### src/rtl/fifo_fwft_dp_ram.sv
// fifo_fwft_dp_ram
// Synchronous FIFO built on a simple dual-port RAM with a registered read
// port. It supports two read modes selected by FWFT:
//   FWFT=0 : standard mode. A read request returns the head word one cycle later.
//   FWFT=1 : first-word-fall-through. The head word is prefetched into rd_data.
//            rd_en acts as a pop acknowledge.
//
// Handshake semantics:
//   A write transfers when wr_en && !full.
//   FWFT=0: a read transfers when rd_en && !empty. rd_valid marks the returned
//           word for exactly one cycle.
//   FWFT=1: a pop transfers when rd_en && rd_valid, like a valid/ready sink where
//           rd_en is "ready". rd_valid/rd_data remain stable until popped.
//   Requests that cannot transfer are dropped, and they set the sticky
//   overflow/underflow flag.
//
// Ports:
//   clk, reset            single clock, synchronous active-high reset
//   wr_en, wr_data        write request and word
//   rd_en                 read request (FWFT=0) / pop acknowledge (FWFT=1)
//   rd_data, rd_valid     registered read word and its valid flag
//   full, empty           occupancy status
//   almost_full/_empty    level compared against live thresholds
//   level                 stored word count, 0..DEPTH
//   af_thresh, ae_thresh  almost-flag thresholds
//   overflow, underflow   sticky error flags, cleared by err_clear
module fifo_fwft_dp_ram #(
  parameter int DATA_WIDTH = 8,
  parameter int DEPTH      = 256,
  parameter int FWFT       = 0,
  localparam int LW        = $clog2(DEPTH) + 1
) (
  input  logic                  clk,
  input  logic                  reset,
  input  logic                  wr_en,
  input  logic [DATA_WIDTH-1:0] wr_data,
  input  logic                  rd_en,
  output logic [DATA_WIDTH-1:0] rd_data,
  output logic                  rd_valid,
  output logic                  full,
  output logic                  empty,
  output logic                  almost_full,
  output logic                  almost_empty,
  output logic [LW-1:0]         level,
  input  logic [LW-1:0]         af_thresh,
  input  logic [LW-1:0]         ae_thresh,
  output logic                  overflow,
  output logic                  underflow,
  input  logic                  err_clear
);

  localparam int AW = LW - 1;
  localparam logic [LW-1:0] DEPTH_L = LW'(DEPTH);
  localparam bit FWFT_MODE = (FWFT != 0);

  logic [DATA_WIDTH-1:0] mem [DEPTH];
  logic [LW-1:0]         wr_ptr;
  logic [LW-1:0]         rd_ptr;

  logic wr_acc;
  logic rd_acc;
  logic ram_has_word;
  logic fetch;

  assign full  = (level == DEPTH_L);
  // In FWFT mode, "available" means a word is sitting in rd_data. The count
  // in level also includes that prefetched word.
  assign empty = FWFT_MODE ? !rd_valid : (level == '0);

  assign almost_full  = (level >= af_thresh);
  assign almost_empty = (level <= ae_thresh);

  assign wr_acc = wr_en && !full;
  assign rd_acc = rd_en && !empty;

  // In FWFT mode, rd_ptr is a fetch pointer. The RAM holds unfetched words
  // whenever the pointers differ, including in the wrap bit.
  assign ram_has_word = (wr_ptr != rd_ptr);

  // FWFT mode refills the output register when it is empty or is being popped.
  // In standard mode, the RAM is read only on an accepted read request.
  assign fetch = FWFT_MODE ? (ram_has_word && (!rd_valid || rd_acc)) : rd_acc;

  // The write port is never at the same address as an active read. A fetch
  // needs unfetched words, so the addresses collide only when the RAM holds
  // DEPTH words. In that case full blocks the write.
  always_ff @(posedge clk) begin
    if (!reset && wr_acc) begin
      mem[wr_ptr[AW-1:0]] <= wr_data;
    end
  end

  always_ff @(posedge clk) begin
    if (reset) begin
      wr_ptr    <= '0;
      rd_ptr    <= '0;
      level     <= '0;
      rd_data   <= '0;
      rd_valid  <= 1'b0;
      overflow  <= 1'b0;
      underflow <= 1'b0;
    end else begin
      if (wr_acc) begin
        wr_ptr <= wr_ptr + LW'(1);
      end

      if (fetch) begin
        rd_data <= mem[rd_ptr[AW-1:0]];
        rd_ptr  <= rd_ptr + LW'(1);
      end

      if (FWFT_MODE) begin
        if (fetch) begin
          rd_valid <= 1'b1;
        end else if (rd_acc) begin
          rd_valid <= 1'b0;
        end
      end else begin
        rd_valid <= rd_acc;
      end

      case ({wr_acc, rd_acc})
        2'b10:   level <= level + LW'(1);
        2'b01:   level <= level - LW'(1);
        default: level <= level;
      endcase

      // A new error in the same cycle as err_clear wins.
      if (wr_en && full) begin
        overflow <= 1'b1;
      end else if (err_clear) begin
        overflow <= 1'b0;
      end

      if (rd_en && empty) begin
        underflow <= 1'b1;
      end else if (err_clear) begin
        underflow <= 1'b0;
      end
    end
  end

endmodule

### config.mk
export PLATFORM = sky130hd
export DESIGN_NAME = fifo_fwft_dp_ram
export DESIGN_NICKNAME = d
export VERILOG_FILES = /design/src/rtl/fifo_fwft_dp_ram.sv
export SDC_FILE = /design/constraint.sdc
export NUM_CORES = 2
export LEC_CHECK = 0
export ABC_AREA = 1
export CELL_PAD_IN_SITES_DETAIL_PLACEMENT = 1
export CELL_PAD_IN_SITES_GLOBAL_PLACEMENT = 1
export CORE_MARGIN = 3
export CORE_UTILIZATION = 45
export DETAILED_ROUTE_END_ITERATION = 8
export GPL_ROUTABILITY_DRIVEN = 0
export PLACE_DENSITY = 0.72
export SYNTH_ARGS = -nofsm -noshare
export SYNTH_HDL_FRONTEND = slang
export SYNTH_SLANG_ARGS = --single-unit
export TNS_END_PERCENT = 1
### constraint.sdc
create_clock -name clk -period 3.3 [get_ports clk]
set_input_delay 0.33 -clock clk [delete_from_list [all_inputs] [get_ports clk]]
set_output_delay 0.33 -clock clk [all_outputs]
set_load 0.01 [all_outputs]
==> reports/results.txt <==
Total wire length: 281.1 mm
Buffers on Ports: 54
Unrepaired setup endpoints after global routing: no
Vias in the first global route: 66270
Final-report setup violation count: 0
Status: finished with violations
Clock Root Buffer: clkbuf_16
Via count: 62968
Worst r2r path cells: 10
Worst rel slew slack: 29.65%
Compound-cell area share of the yosys netlist: 4.812%
Commonest non-fill, non-tap cell in the layout: nand2_1
CP top delay family: compound AO/OA/AOI/OAI gates
Final core occ: 51.94%
Clock Latency Late Sink: 0.87 ns
Htree depth: 4
Global-route wire length before repair: 420.9 mm
Worst VDD drop: 487.4 uV
Core area: 195000 sq um
Mux share of post-synthesis cell area: 0%
Antenna Nets Post-Route: 0
Most frequent cells in the layout: nand2_1 (2167), edfxtp_1 (2048), nor2_1 (1209)
Critical Path RT: 2.97 ns
DRC Markers: 1
CP endpoint kind: primary output
Cells after synthesis: 8203
Final WS setup: 0.1720 ns
WP buf/inv: 2
CP Launch Type: flip-flop
Area grow syn2layout: 14.58%
Clk slew on worst S/H paths: 0.06 ns
Hold path depth: 3
MaxCap Viol Count: 0
Sink Count: 2084
Largest family of logic cells by synthesized area: simple AND/OR/NAND/NOR gates
Fin. Hold Viols: 0
Setup tns final: 0 ns
Critical path class: reg -> out
I/O pin total: 55
Mean Syn Cell Area: 10.77 sq um
Syn Nets: 8266
Met2 usage: 45.91%
Register area share after synthesis: 70.40%
Final Slew Violations: 0
Post-synth EDFFs: 2048
Max Clock Freq: 319.7 MHz
Die span in x: 449.2 microns
Adder-cell area share of the yosys netlist: 0.4615%
P per Cell Area: 657.7 nW/um^2
Num rows: 162
Vias per cell: 5.577
Pre-CTS setup slack: -0.1848 ns
Largest net degree at the start of global routing: 112
Iteration-0 DRC Markers: 6303
Wire per inst: 24.90 microns
Met3 Use GR: 4.274%
Hpwl dp: 173.5 mm
Post-Synth Simple-Gate Area: 18.59%
Worst Path Max Fanout: 6
Worst Max-Slew Pin Slew: 1.054 ns
Failing checks: design-rule violations
Max incr delay on CP: 0.31 ns
Register bit total from synthesis: 2084
Met1 Use GR: 35.91%
Starting Density: 45.33%
TritonCTS clock tree: done
Final Critical Period: 3.128 ns
GRT Resource Usage Total: 27.57%
Busiest grt layer: met2
Synthesized area: 88380 sq um
Total grt overflow: 0
Worst min-delay path class: in -> reg
Die Footprint: 201800 sq um
Initial antenna violation count: 14
Die Ht: 449.2 microns
Pre-antenna DRT Iters: 8
Setup Skew: 0.03872 ns
Tcrit/Tclk final: 94.79%
Lkg Pwr: 0.03865 uW
Layout fillers: 20840
WP data arrival: 2.80 ns
Top cell by count, worst path: nor2_1
Post-synth ARST share: 0%
Post-CTS setup buffers: 0
YS warnings: 0
Xor and xnor area share after synthesis: 0.04955%
Slowest CP cell: dfxtp_1
Ys flop type: edfxtp_1
CTS max path bufs: 3
Ratio of cells with drive above 1 in the final layout: 9.110%
Synth unique cells: 34
Crit path depth: 11
Total CTS buffers: 217
Final nets: 8541
Critical-path cell list: buf_4 -> ha_1 -> nand2_1 -> nor2_1 -> a211oi_2 -> o21a_1 -> o21ai_0 -> a21oi_1 -> nor2_1 -> o21ai_1 -> dlygate4sd1_1
-- metal layers --
| layer | wire length [microns] | vias up |
|---|---|---|
| li1 | - | 28029 |
| met1 | 112200 | 31985 |
| met2 | 136400 | 2359 |
| met3 | 19920 | 587 |
| met4 | 12530 | 8 |
| met5 | 55 | - |
-- per-stage QoR --
| stage | cells | area [sq um] | power, uW | hold WS (ns) |
|---|---|---|---|---|
| floorplan | 8203 | 88380 | 37910 | 0.4289 |
| global placement | 10875 | 94330 | 42770 | 0.4563 |
| detailed placement | 10875 | 94330 | 43190 | 0.4599 |
| CTS | 11285 | 101200 | 66910 | 0.002688 |
| global route | 11287 | 101300 | 69350 | 0.04565 |
| finish | 11291 | 101300 | 66600 | 0.06781 |
-- worst reg2reg max path: cells and delay by family, from the launching register on --
family | cells | cell delay, ns
buffers and inverters | 3 | 0.54
flip-flops | 1 | 0.44
AND/OR/NAND/NOR | 7 | 1.68
-- state kept, by name, indices dropped and copies added, names as in the netlist --
signal,count
mem,2048
level,9
rd_data,8
rd_ptr,8
wr_ptr,8
overflow,1
rd_valid,1
underflow,1
-- path summary, 6_finish.rpt --
check | slack [ns] | endpoint | from
hold / removal | 0.07 | overflow$_SDFFE_PP0P_ | wr_en
hold reg to reg | 0.47 | underflow$_SDFFE_PP0P_ | underflow$_SDFFE_PP0P_
setup / recovery | 0.17 | almost_empty | level[1]$_SDFFE_PP0P_
setup reg to reg | 0.25 | mem[160][1]$_DFFE_PP_ | level[2]$_SDFFE_PP0P_
-- cells in the mapped netlist, drive strengths merged, types with 4 or more instances --
cell type  number  area (sq um)
buf           289          1714
clkbuf        180         675.7
o211ai        118         885.9
nor2         1212          4549
edfxtp       2048         61500
ha             31         387.9
nor3            7         45.04
nand3         711          3558
nand4          10         62.56
o21ai         531          2658
nand2        2173          8157
inv           701          2631
a21oi         133         665.6
xor2            5         43.79
dfxtp          36         720.7
and3            4         25.02
-- where the power goes --
part           switching (uW)  leakage (uW)  internal (uW)  total [uW]
sequential                154        0.0187          29200       29300
clock                   10500       0.00332          13300       23800
combinational            9600        0.0166           3900       13500
-- cell type report --
class	count	area, sq um	share of cell area [%]
inverters	703	2661	2.628
diodes	6	15.01	0.01483
clock inverters	122	1116	1.102
clock buffers	280	5709	5.638
multi-input cells	4947	21210	20.94
well taps	2624	3283	3.242
flip-flops and latches	2084	62230	61.45
repair buffers	525	5047	4.984
-- timing repair --
action / 4_1_cts / 5_1_grt
cloned: 0 / 0
hold buffers: 8 / 0
endpoints found under the hold margin: 261 / 0
gates resized for setup: 5 / 5
endpoints found under the setup margin: 148 / 5
-- logic make-up after synthesis --
group                    count (synthesis)
AO/OA/AOI/OAI                          788
flip-flops                            2084
adder cells (fa/ha/maj)                 32
AND/OR/NAND/NOR                       4122
buffers and inverters                 1172
XOR/XNOR                                 5
Power figures use the tool's default switching activity.
